## config.mk

```make
export PLATFORM = sky130hd
export DESIGN_NAME = pc_predict
export DESIGN_NICKNAME = d
export VERILOG_FILES = /design/src/rtl/pc_pkg.sv /design/src/rtl/pc_btb.sv /design/src/rtl/pc_predict.sv
export SDC_FILE = /design/constraint.sdc
export NUM_CORES = 1
export LEC_CHECK = 0
export ABC_AREA = 1
export BUFFER_PORTS_ARGS = -buffer_cell sky130_fd_sc_hd__buf_4
export CORE_MARGIN = 2
export CORE_UTILIZATION = 41
export DETAILED_ROUTE_END_ITERATION = 8
export PLACE_DENSITY = 0.93
export SETUP_SLACK_MARGIN = 0.5
export SLEW_MARGIN = 20
export SYNTH_ARGS = -nofsm -noshare
export SYNTH_HDL_FRONTEND = slang
export SYNTH_SLANG_ARGS = --single-unit
```

## constraint.sdc

```tcl
create_clock -name clk -period 1.85 [get_ports clk]
set_input_delay 0.185 -clock clk [delete_from_list [all_inputs] [get_ports clk]]
set_output_delay 0.185 -clock clk [all_outputs]
set_load 0.005 [all_outputs]
```

## src/rtl/pc_pkg.sv

```systemverilog
// Shared types and helpers for the fetch-PC predictor: BTB entry layout and 2-bit counter encoding.
package pc_pkg;

    // Storage width for tag/target fields; the PC width must not exceed it.
    localparam int PC_MAX_W = 32;

    localparam logic [1:0] CNT_SNT = 2'b00;
    localparam logic [1:0] CNT_WNT = 2'b01;
    localparam logic [1:0] CNT_WT  = 2'b10;
    localparam logic [1:0] CNT_ST  = 2'b11;

    typedef struct packed {
        logic                valid;
        logic [PC_MAX_W-1:0] tag;
        logic [PC_MAX_W-1:0] target;
        logic [1:0]          counter;
    } btb_entry_t;

    function automatic logic [1:0] sat_update(input logic [1:0] counter, input logic taken);
        if (taken) begin
            return (counter == CNT_ST) ? CNT_ST : counter + 2'd1;
        end
        return (counter == CNT_SNT) ? CNT_SNT : counter - 2'd1;
    endfunction

endpackage

```

## src/rtl/pc_btb.sv

```systemverilog
// Direct-mapped branch target buffer: combinational lookup on the word address of the fetch PC,
// single-port update/allocation from execute. Only valid bits are reset.
module pc_btb
    import pc_pkg::*;
#(
    parameter int ADDRESS_WIDTH = 32,
    parameter int BTB_ENTRIES   = 16
) (
    input  logic                     clk,
    input  logic                     rst_n,
    input  logic [ADDRESS_WIDTH-3:0] lookup_word,
    output logic                     hit_taken,
    output logic [ADDRESS_WIDTH-1:0] hit_target,
    input  logic                     update_valid,
    input  logic [ADDRESS_WIDTH-3:0] update_word,
    input  logic [ADDRESS_WIDTH-1:0] update_target,
    input  logic                     update_taken
);

    localparam int IDX = $clog2(BTB_ENTRIES);

    btb_entry_t mem [BTB_ENTRIES];

    logic [IDX-1:0]      lk_idx;
    logic [IDX-1:0]      up_idx;
    logic [PC_MAX_W-1:0] lk_tag;
    logic [PC_MAX_W-1:0] up_tag;
    btb_entry_t          lk_e;
    btb_entry_t          up_e;
    btb_entry_t          up_next;
    logic                up_hit;
    logic                up_write;

    // Tags are stored zero-extended so the full field takes part in the compare.
    assign lk_idx = lookup_word[IDX-1:0];
    assign up_idx = update_word[IDX-1:0];
    assign lk_tag = PC_MAX_W'(lookup_word[ADDRESS_WIDTH-3:IDX]);
    assign up_tag = PC_MAX_W'(update_word[ADDRESS_WIDTH-3:IDX]);

    always_comb begin
        lk_e       = mem[lk_idx];
        hit_taken  = lk_e.valid && (lk_e.tag == lk_tag) && lk_e.counter[1];
        hit_target = lk_e.target[ADDRESS_WIDTH-1:0];
    end

    always_comb begin
        up_e     = mem[up_idx];
        up_hit   = up_e.valid && (up_e.tag == up_tag);
        up_next  = up_e;
        up_write = 1'b0;
        if (update_valid) begin
            if (up_hit) begin
                up_write        = 1'b1;
                up_next.counter = sat_update(up_e.counter, update_taken);
                if (update_taken) begin
                    up_next.target = PC_MAX_W'(update_target);
                end
            end else if (update_taken) begin
                up_write        = 1'b1;
                up_next.valid   = 1'b1;
                up_next.tag     = up_tag;
                up_next.target  = PC_MAX_W'(update_target);
                up_next.counter = CNT_WT;
            end
        end
    end

    always_ff @(posedge clk or negedge rst_n) begin
        if (!rst_n) begin
            for (int i = 0; i < BTB_ENTRIES; i++) begin
                mem[i].valid <= 1'b0;
            end
        end else if (up_write) begin
            mem[up_idx] <= up_next;
        end
    end

endmodule

```

## src/rtl/pc_predict.sv

```systemverilog
// Fetch PC register with next-PC selection: redirect > stall > BTB prediction > pc+4.
// The BTB is present only when PC_PREDICT_BTB_EN is defined.
module pc_predict
    import pc_pkg::*;
#(
    parameter int                     ADDRESS_WIDTH = 32,
    parameter int                     BTB_ENTRIES   = 16,
    parameter logic [ADDRESS_WIDTH-1:0] RESET_VECTOR  = 32'hBFC0_0000
) (
    input  logic                     clk,
    input  logic                     rst_n,
    input  logic                     en_n,
    input  logic                     redirect,
    input  logic [ADDRESS_WIDTH-1:0] redirect_pc,
    input  logic                     update_valid,
    input  logic [ADDRESS_WIDTH-1:0] update_pc,
    input  logic [ADDRESS_WIDTH-1:0] update_target,
    input  logic                     update_taken,
    output logic [ADDRESS_WIDTH-1:0] pc,
    output logic [ADDRESS_WIDTH-1:0] pcplus4,
    output logic                     pred_taken,
    output logic [ADDRESS_WIDTH-1:0] pred_target
);

    logic [ADDRESS_WIDTH-1:0] next_pc;

    assign pcplus4 = pc + ADDRESS_WIDTH'(4);

`ifdef PC_PREDICT_BTB_EN
    logic                     hit_taken;
    logic [ADDRESS_WIDTH-1:0] hit_target;
    logic                     unused_low_bits;

    pc_btb #(
        .ADDRESS_WIDTH(ADDRESS_WIDTH),
        .BTB_ENTRIES  (BTB_ENTRIES)
    ) u_btb (
        .clk          (clk),
        .rst_n        (rst_n),
        .lookup_word  (pc[ADDRESS_WIDTH-1:2]),
        .hit_taken    (hit_taken),
        .hit_target   (hit_target),
        .update_valid (update_valid),
        .update_word  (update_pc[ADDRESS_WIDTH-1:2]),
        .update_target(update_target),
        .update_taken (update_taken)
    );

    assign pred_taken      = hit_taken;
    assign pred_target     = hit_taken ? hit_target : pcplus4;
    assign unused_low_bits = ^update_pc[1:0];
`else
    logic unused_update;

    assign pred_taken    = 1'b0;
    assign pred_target   = pcplus4;
    assign unused_update = ^{update_valid, update_pc, update_target, update_taken, BTB_ENTRIES[0]};
`endif

    always_comb begin
        next_pc = pcplus4;
        if (redirect) begin
            next_pc = redirect_pc;
        end else if (en_n) begin
            next_pc = pc;
        end else if (pred_taken) begin
            next_pc = pred_target;
        end
    end

    always_ff @(posedge clk or negedge rst_n) begin
        if (!rst_n) begin
            pc <= RESET_VECTOR;
        end else begin
            pc <= next_pc;
        end
    end

endmodule

```

Yosys cells after proc, flatten, opt, wreduce, memory -nomap -nowiden
Cells that the tools add are included.
{"block": "op_classes", "mux": 2, "n_eq_ne": 1, "n_addsub": 1}
{"op": "32-bit two-way mux", "count": 2}
{"op": "32-bit by 3-bit adder with 32-bit output (second input constant)", "count": 1}
{"op": "2-bit by 1-bit inequality test with 1-bit output (second input constant)", "count": 1}
{"block": "word_totals", "in_bits": 102, "reg_bits": 32, "out_inout_bits": 97, "wordCells": 5}

Depth between registers and ports, before layout
Gate-level depths: netlist of run 1.
{"block": "depth", "depth_word": 3, "depth_mapped": 10, "mapped_depth_nobuf": 10}

Worst setup path before layout of run 1
Ideal clock, no wire load.
{"block": "synth_path", "kind": "register to output", "start": "register pc[3]", "end": "output pred_target[26]", "path_stages_with_launch": 9, "path_buffers": 1, "t_required_ns": 1.665, "slack_ns": 0.170, "t_arrival_ns": 1.495, "cell_sequence": "dfrtp_1 > ha_1 > nand2_2 > nor2_4 > nand2_4 > nor2_4 > nand3_1 > and2_1 > buf_4"}
{"block": "synth_via", "elab_chain_len": 1}
{"item": "from (decl)", "line": "pc_predict.sv:19", "text": "output logic [ADDRESS_WIDTH-1:0] pc,"}
{"item": "from (signal assigned)", "line": "pc_predict.sv:75", "text": "pc <= next_pc;"}
{"item": "32-bit by 3-bit adder with 32-bit output", "line": "pc_predict.sv:27", "text": "assign pcplus4 = pc + ADDRESS_WIDTH'(4);"}
{"item": "to (decl)", "line": "pc_predict.sv:22", "text": "output logic [ADDRESS_WIDTH-1:0] pred_target"}
No other way between the ends.

Final worst setup path of run 1
{"block": "layout_path", "start": "register pc[2]", "end": "output pred_target[19]"}
Same word-level chain as after synthesis.

==> results of run 1 <==
through the flow:
stage | hold WS, ns | std cells | power, mW | util [%] | setup TNS, ns
floorplan | -0.111 | 404 | 1.36 | - | 0
global placement | 0.156 | 579 | 1.75 | 57.1 | 0
detailed placement | 0.160 | 579 | 1.78 | 57.1 | 0
CTS | 0.106 | 604 | 2.42 | 63.0 | -1.30
global route | 0.121 | 624 | 2.66 | 67.4 | -5.54
finish | 0.108 | 624 | 2.53 | 67.4 | -2.39
power groups by stage:
stage	clock, mW	combinational, mW	sequential (mW)
2_1_floorplan	0	0.460	0.900
3_3_place_gp	0	0.846	0.904
3_5_place_dp	0	0.872	0.909
4_1_cts	0.544	0.987	0.894
5_1_grt	0.568	1.18	0.911
6_report	0.538	1.09	0.901
cell usage in the layout (no fill, tap or decap), drive strengths merged:
cell,Yosys,final
a22o,8,8
and2,5,5
buf,39,177
clkbuf,4,7
clkinv,0,1
conb,1,1
dfrtp,23,23
dfstp,9,9
dlygate4sd3,0,1
ha,1,1
inv,56,56
nand2,163,163
nand3,20,20
nor2,41,41
o211ai,5,5
o21ai,14,14
o221ai,1,1
xnor2,1,1
xor2,13,13
per-layer routing:
layer,vias to the layer above,wire length [um],share of wire (%)
li1,1458,-,-
met1,1460,3670,40
met2,140,4920,53
met3,10,589,6.4
met4,0,66,0.71
met5,-,0,0
worst paths after layout:
check | endpoint | slack (ns) | cells after the start
min reg2reg | pc[0] | 0.55 | 2
min | pc[0] | 0.11 | 3
max in group asynchronous | pc[22] | 1.11 | 2
max | pred_target[19] | -0.12 | 9
max reg2reg | pc[20] | 0.19 | 11
min in group asynchronous | pc[14] | 0.39 | 2
area by class of cell:
| type | count | share of cell area, % |
|---|---|---|
| tap | 77 | 2.25 |
| timing repair buffer | 178 | 34.3 |
| inverter | 56 | 5.03 |
| clock buffer | 7 | 1.78 |
| clock inverter | 1 | 0.117 |
| multi-input combinational | 273 | 37.3 |
| sequential | 32 | 19.2 |
kinds of logic (layout without fill, tap and decap cells):
| logic type | Yosys count | in the layout | share of synthesized area [%] |
|---|---|---|---|
| simple gates | 229 | 229 | 37.3 |
| buf+inv | 99 | 242 | 18.8 |
| flops | 32 | 32 | 30.0 |
| compound gates | 28 | 28 | 6.89 |
| xor+xnor | 14 | 14 | 6.47 |
| fa+ha+maj | 1 | 1 | 0.462 |
| other cells | 1 | 1 | 0.139 |
timing repair:
action,4_1_cts,5_1_grt
pin swaps,30,30
setup buffers,16,20
hold buffers,1,0
setup endpoints to repair,78,82
endpoints found under the hold margin,23,0
gates resized for setup,45,35
tightest hold or removal path: stages:
cell	delay [ns]
buf_4	0.08
nand2_1	0.04
nand2_1	0.05
==> flow_metrics.tcl, run 1 <==
set metrics [dict create \
    outcome "finished with violations" \
    failed_checks "negative setup slack" \
    maxCapViolCount 0 \
    arrival_ns 1.79 \
    grt_max_degree 33 \
    p_switching_mw 0.869 \
    cp_data_required_time_ns 1.66 \
    finalSetupViolCount 40 \
    hpwlAfterDp_um 6460 \
    worst_hold_path_type "in2reg" \
    end_kind "primary output" \
    irDropWorstVdd_mv 0.361 \
    num_rows 29 \
    gr-total-overflow 0 \
    crit_family "simple AND/OR/NAND/NOR gates" \
    gp_congestion 0.896 \
    setup_slack_ns -0.123 \
    boundaryPins 199 \
    cts.sinks 32 \
    worst-path-buf-inv 3 \
    grt_util_met3_pct 3.21 \
    placed_area_um2 3630 \
    synth_top_cells_by_area "nand2_1 (22%), dfrtp_1 (21%), buf_4 (9.7%), dfstp_2 (8.7%), inv_1 (7.8%)" \
    rsz0062_at_grt "yes" \
    final.min_clock_period_ns 1.97 \
    yosysMostFrequentCell "nand2_1" \
    holdCritStartpoint "redirect_pc[0]" \
    clk_latency_ns 0.28 \
    avgSynthCellArea_um2 6.70 \
    wl_per_cell_um 14.8 \
    nFillCells 546 \
    startpoint_type "flip-flop" \
    regArea_um2 822 \
    nets 649 \
    synth_flop_cell "dfrtp_1" \
    p_comb_share_pct 43.1 \
    finalCritPeriodShare_pct 107 \
    die_area_um2 7270 \
    cts_buffers 5 \
    grt_pass1_vias 3109 \
    clock-root-buffer "clkbuf_8" \
    cts_tree "done" \
    synth_top_area_cell "nand2_1" \
    initial_core_util_pct 42.6 \
    firstDrtPassIters 5 \
    grtUsageMet2_pct 45.2 \
    synth_commonest_cells "nand2_1 (157), inv_1 (56), buf_4 (35)" \
    max_freq_ghz 0.507 \
    async_flop_share_pct 100 \
    dr.first_iter.drc_count 145 \
    largest_register "pc" \
    path_clk_slew_ns 0.07 \
    final_area_um2 4280 \
    p_per_area_nw_per_um2 592 \
    max-slew-margin-rel_pct 64.0 \
    die_w_um 85.2 \
    ys_warn_count 0 \
    num_vias 3068 \
    swShare_pct 34.3 \
    multi_input_area_um2 1600 \
    cp-startpoint "pc[2]" \
    wl_um 9250 \
    p_leak_nw 2.24 \
    port-buffer-count 131 \
    internal-power_mw 1.66 \
    drtAntennaViolNets 0 \
    grt.met1_usage_pct 30.6 \
    drt-vias-per-instance 4.92 \
    path_max_fanout 5 \
    final_layout_size_suffix_gt1_share_pct 51.0 \
    final_hold_viol_count 0 \
    worstMarginPinSlew_ns 0.539 \
    die_h_um 85.2 \
    yosys.cell_types.count 24 \
    clock_path_buffers 2 \
    slew_viol_final 0 \
    htree_levels 2 \
    cp_cell_sequence "buf_6, inv_6, nor2_4, nand2_4, nor2_4, nand2_2, nand2_2, and2_4, buf_4" \
    diodes 0 \
    ys_ff_latch 32 \
    synth_edf_count 0 \
    grt_pass1_wl_um 14600 \
    p_seq_share_pct 35.6 \
    grt.total_usage_pct 24.7 \
    synthToLayoutAreaGrowth_pct 58.1 \
    p_clk_share_pct 21.3 \
    fin_worst_skew_ns 0.00813 \
    syn_nets 507 \
    reg_top3 "pc (32)" \
    synth_top_cell_area_share_pct 21.8 \
    antenna_found_initial 0 \
    slowest_delay_ns 0.42 \
    globalRoute.busiestLayer "met2" \
    syn_inst 404 \
    coreArea_um2 6350 \
    drc_errors 0 \
    dp_slack_ns 0.160 \
    synth_area_um2 2710 \
    largest_reg_flops 32 \
    yosysSeqAreaShare_pct 30.0 \
    cp_slowest_cell "dfrtp_1" \
    critPathKind "reg2out" \
    regToRegStartpoint "pc[7]" \
]
(Power assumes the default switching activity.)
==> inputs of run 2 (changes only) <==
clock period = 2 ns   (was 1.85 ns; I/O delays follow)
==> run 2 against run 1 <==
Compared with the run above:
- the flow now finishes without violations
- sequential cell count unchanged
- cell count down 0.32%
- count of clock-buffer cells in the layout down 1
- sequential share of layout area down 0.17 points
- global-route usage down 1.1 points
- worst hold slack worse by 0.0016 ns
- sequential power down 7.2%
- register-to-register slack better by 0.04 ns
- routed wire length down 4.3%
- critical path type unchanged
==> flow_metrics.tcl, run 2 (same netlist as run 1, synthesis figures left out) <==
set metrics [dict create \
    outcome "finished clean" \
    grt_pass1_wl_um 13600 \
    cp_data_required_time_ns 1.80 \
    cp_slowest_cell "dfrtp_1" \
    maxCapViolCount 0 \
    clock_path_buffers 2 \
    final_hold_viol_count 0 \
    finalCritPeriodShare_pct 98.5 \
    num_rows 29 \
    end_kind "primary output" \
    port-buffer-count 131 \
    path_max_fanout 5 \
    critPathMostFrequentCell "buf_6" \
    critPathKind "reg2out" \
    cts.sinks 32 \
    coreArea_um2 6350 \
    wl_per_cell_um 14.2 \
    slew_viol_final 0 \
    crit_family "simple AND/OR/NAND/NOR gates" \
    grt_pass1_vias 2960 \
    hold_slack_ns 0.106 \
    max_freq_ghz 0.507 \
    drtAntennaViolNets 0 \
    final_cell_mix "nand2_1 (132), buf_4 (131), inv_1 (53)" \
    fin_worst_skew_ns 0.0103 \
    drc_errors 0 \
    wl_um 8850 \
    worstMarginPinSlew_ns 0.541 \
    irDropWorstVdd_mv 0.362 \
    die_area_um2 7270 \
    antenna_found_initial 0 \
    rsz0062_at_grt "yes" \
    grt_max_degree 35 \
    drt-vias-per-instance 4.86 \
    htree_levels 2 \
    worst_hold_path_type "in2reg" \
    path_clk_slew_ns 0.07 \
    grt.total_usage_pct 23.6 \
    num_vias 3021 \
    reg_top3 "pc (32)" \
    worst-path-buf-inv 3 \
    dr.first_iter.drc_count 136 \
    nets 647 \
    final.min_clock_period_ns 1.97 \
    startpoint_type "flip-flop" \
    die_h_um 85.2 \
    largest_register "pc" \
    p_leak_nw 2.27 \
    hpwlAfterDp_um 6170 \
    diodes 0 \
    final_layout_size_suffix_gt1_share_pct 51.2 \
    clk_latency_ns 0.30 \
    clock-root-buffer "clkbuf_8" \
    finalSetupViolCount 0 \
    arrival_ns 1.77 \
    cts_buffers 5 \
    r2r_slack_ns 0.23 \
    gp_congestion 0.974 \
    layout_commonest_cell "nand2_1" \
    firstDrtPassIters 5 \
    die_w_um 85.2 \
    cp_cell_sequence "buf_6, nand2_4, nor2_4, buf_6, nand2_4, nor2_4, nand2_1, nand2_1, nand2_2, buf_6" \
    p_per_area_nw_per_um2 567 \
    largest_reg_flops 32 \
    cts_tree "done" \
    gr-total-overflow 0 \
    boundaryPins 199 \
    slowest_delay_ns 0.41 \
    max-slew-margin-rel_pct 63.9 \
    dpl.cell_count 572 \
    fin_cells 622 \
    initial_core_util_pct 42.6 \
    synthToLayoutAreaGrowth_pct 60.7 \
]
## run 2: cell count changes in the layout (fill, tap and decap cells not counted), moves of 2 or more
cell,before,now
buf_6,31,42
dfrtp_1,15,10
nand3_2,7,5
nand3_1,13,15
nor2_1,16,21
inv_2,0,2
nor2_2,13,8
buf_4,145,131
nand2_4,4,6
nand2_2,27,25
xor2_1,4,1
dfrtp_2,8,13
xor2_2,8,11
inv_1,55,53
## run 2: final timing paths
kind | startpoint | endpoint | cells past startpoint
min reg2reg | pc[1] | pc[1] | 2
min | redirect_pc[0] | pc[0] | 3
max in group asynchronous | rst_n | pc[24] | 2
min in group asynchronous | rst_n | pc[21] | 2
max reg2reg | pc[3] | pc[19] | 14
max | pc[3] | pcplus4[31] | 10
## run 2: what timing repair did
action,CTS,global route
endpoints found under the setup margin,66,79
buffers inserted,28,13
hold buffers,1,0
resized for setup,57,48
pin swaps,30,21
hold endpoints to repair,23,0
## run 2: tightest hold or removal path, delay by kind of cell
kind | cells | cell delay, ns
buffers and inverters | 1 | 0.07
and+or+nand+nor | 2 | 0.09
## run 2: power by group
part | switching [mW] | internal (mW)
Clock | 0.264 | 0.370
Combinational | 0.435 | 0.562
Sequential | 0.101 | 0.735
## run 2: layout make-up
type | count | area (um^2)
Multi-Input combinational cell | 273 | 1600
Sequential cell | 32 | 828
Fill cell | 516 | 2000
Inverter | 56 | 215
Clock inverter | 2 | 35.0
Timing Repair Buffer | 176 | 1510
Clock buffer | 6 | 72.6
Tap cell | 77 | 96.3
## run 2: stage by stage
step | cell area [um^2] | utilization, % | power [mW] | worst slack (ns) | TNS, ns
floorplan | 2740 | - | 1.24 | 0.356 | 0
detailed placement | 3540 | 55.8 | 1.62 | 0.232 | 0
global route | 4350 | 68.5 | 2.60 | -0.0603 | -1.11
finish | 4350 | 68.5 | 2.47 | 0.0292 | 0
global placement | 3540 | 55.8 | 1.59 | 0.264 | 0
CTS | 4080 | 64.3 | 2.39 | 0.0190 | 0
## run 2: per-layer routing
metal,wire length (um),track usage (%),vias up
met1,3180,26.4,1418
li1,-,-,1454
met2,4770,43.4,134
met3,761,5.16,15
met4,138,9.24,0
met5,0,0,-
==> inputs of run 3 (changes only) <==
CORE_UTILIZATION = 42   (was 41)
CTS_BUF_LIST = sky130_fd_sc_hd__clkbuf_8   (was not set)
PLACE_DENSITY = 0.95   (was 0.93)
RECOVER_POWER = 50   (was not set)
==> run 3 against run 2 <==
Compared with the run above:
- combinational power about the same
- global-route usage about the same
- sequential share of layout area up 0.056 points
- count of clock-buffer cells in the layout unchanged
- register-to-register slack better by 0.04 ns
- cell count down 0.32%
- largest cell class unchanged
- highest routed layer unchanged
- clock power down 16%
- die area down 2.3%
- clock skew down 0.0049 ns
- first-iteration DRC count up 68%
==> flow_metrics.tcl, run 3 (same netlist as run 1, synthesis figures left out) <==
set metrics [dict create \
    layout_commonest_cell "buf_4" \
    dr.first_iter.drc_count 228 \
    clock-root-buffer "clkbuf_8" \
    dp_slack_ns 0.241 \
    nets 645 \
    finalPower_mw 2.40 \
    final_hold_viol_count 0 \
    htree_levels 2 \
    grt_pass1_vias 2906 \
    firstDrtPassIters 5 \
    holdCritStartpoint "redirect_pc[0]" \
    drt-vias-per-instance 4.98 \
    die_h_um 84.3 \
    boundaryPins 199 \
    final_layout_size_suffix_gt1_share_pct 52.9 \
    clk_latency_ns 0.29 \
    num_rows 29 \
    cts_tree "done" \
    grt.total_usage_pct 23.7 \
    slowest_delay_ns 0.41 \
    diodes 0 \
    max-slew-margin-rel_pct 42.9 \
    p_per_area_nw_per_um2 552 \
    setup_slack_ns 0.00869 \
    crit_family "simple AND/OR/NAND/NOR gates" \
    cp_cell_sequence "buf_6, inv_6, nor2_4, nand2_4, nor2_4, buf_6, nand2_2, nand2_2, nand2_2, buf_6" \
    final_area_um2 4340 \
    fin_worst_skew_ns 0.00547 \
    startpoint_type "flip-flop" \
    worst_hold_path_type "in2reg" \
    die_area_um2 7100 \
    nFillCells 503 \
    arrival_ns 1.79 \
    regToRegStartpoint "pc[3]" \
    cts.sinks 32 \
    initial_core_util_pct 43.1 \
    fin_cells 620 \
    p_leak_nw 2.25 \
    finalCritPeriodShare_pct 99.6 \
    hold_slack_ns 0.111 \
    coreArea_um2 6280 \
    dpl.cell_count 572 \
    largest_reg_flops 32 \
    outcome "finished clean" \
    worst-path-buf-inv 4 \
    clock_path_buffers 2 \
    grt_pass1_wl_um 13500 \
    final.min_clock_period_ns 1.99 \
    path_max_fanout 4 \
    synthToLayoutAreaGrowth_pct 60.5 \
    cts_buffers 5 \
    cp_slowest_cell "dfrtp_2" \
    num_vias 3090 \
    fin_tns_setup_ns 0 \
    wl_per_cell_um 15.0 \
    gr-total-overflow 0 \
    port-buffer-count 131 \
    worstMarginPinSlew_ns 0.857 \
    critPathKind "reg2out" \
    rsz0062_at_grt "yes" \
    largest_register "pc" \
    maxCapViolCount 0 \
    gp_congestion 0.943 \
    finalSetupViolCount 0 \
    die_w_um 84.3 \
    wl_um 9280 \
    end_kind "primary output" \
    final_util_pct 69.2 \
    cp-startpoint "pc[2]" \
    irDropWorstVdd_mv 0.354 \
    hpwlAfterDp_um 6090 \
    reg_top3 "pc (32)" \
    final_cell_mix "buf_4 (129), nand2_1 (128), inv_1 (55)" \
    grt_max_degree 35 \
    cp_data_required_time_ns 1.80 \
    drc_errors 0 \
    placed_area_um2 3540 \
    drtAntennaViolNets 0 \
    antenna_found_initial 0 \
    max_freq_ghz 0.502 \
    path_clk_slew_ns 0.07 \
    slew_viol_final 0 \
]
[run 3: changes by cell type in the layout (fill, tap and decap cells not counted), sizes merged]
cell	before	now
buf	175	163
clkbuf	6	16
inv	56	58
bufinv	1	0
clkinv	1	0
[run 3: repair_timing]
item,4_1_cts,5_1_grt
gates cloned,0,0
endpoints found under the hold margin,23,0
endpoints found under the setup margin,66,81
setup buffers,21,18
hold buffers,1,0
gates resized for setup,37,81
pin swaps,18,26
[run 3: worst reg2reg max path, cell delays in order (launching register included)]
cell     delay [ns]
dfrtp_1        0.41
ha_4           0.18
nand2_4        0.06
nor2_4         0.13
nand2_4        0.11
buf_4          0.15
xor2_1         0.13
inv_1          0.09
buf_4          0.14
buf_4          0.12
nand2_1        0.05
nand3_1        0.06
[run 3: worst paths after layout]
check / slack [ns] / cells past startpoint / endpoint
min in group asynchronous: 0.55 / 2 / pc[5]
max in group asynchronous: 0.86 / 2 / pc[10]
setup / recovery: 0.009 / 10 / pcplus4[27]
setup reg to reg: 0.27 / 11 / pc[10]
hold / removal: 0.11 / 3 / pc[0]
hold reg to reg: 0.54 / 2 / pc[1]
[run 3: metal layers]
metal,vias up,global-route usage (%),share of wire (%)
li1,1449,-,-
met2,138,44.4,54
met4,0,7.92,2.6
met1,1477,26.6,36
met5,-,0,0
met3,26,4.82,7.3
[run 3: area by class of cell]
cell class | count | area [um^2] | area share, %
Multi-Input combinational cell | 273 | 1680 | 38.8
Sequential cell | 32 | 830 | 19.1
Clock inverter | 2 | 7.51 | 0.173
Clock buffer | 6 | 82.6 | 1.90
Tap cell | 77 | 96.3 | 2.22
Timing Repair Buffer | 174 | 1430 | 32.9
Inverter | 56 | 215 | 4.96
[run 3: power breakdown]
group | internal [mW] | switching (mW) | leakage [nW]
Clock | 0.271 | 0.259 | 0.0538
Sequential | 0.735 | 0.103 | 0.359
Combinational | 0.571 | 0.460 | 1.84
Total | 1.58 | 0.822 | 2.25
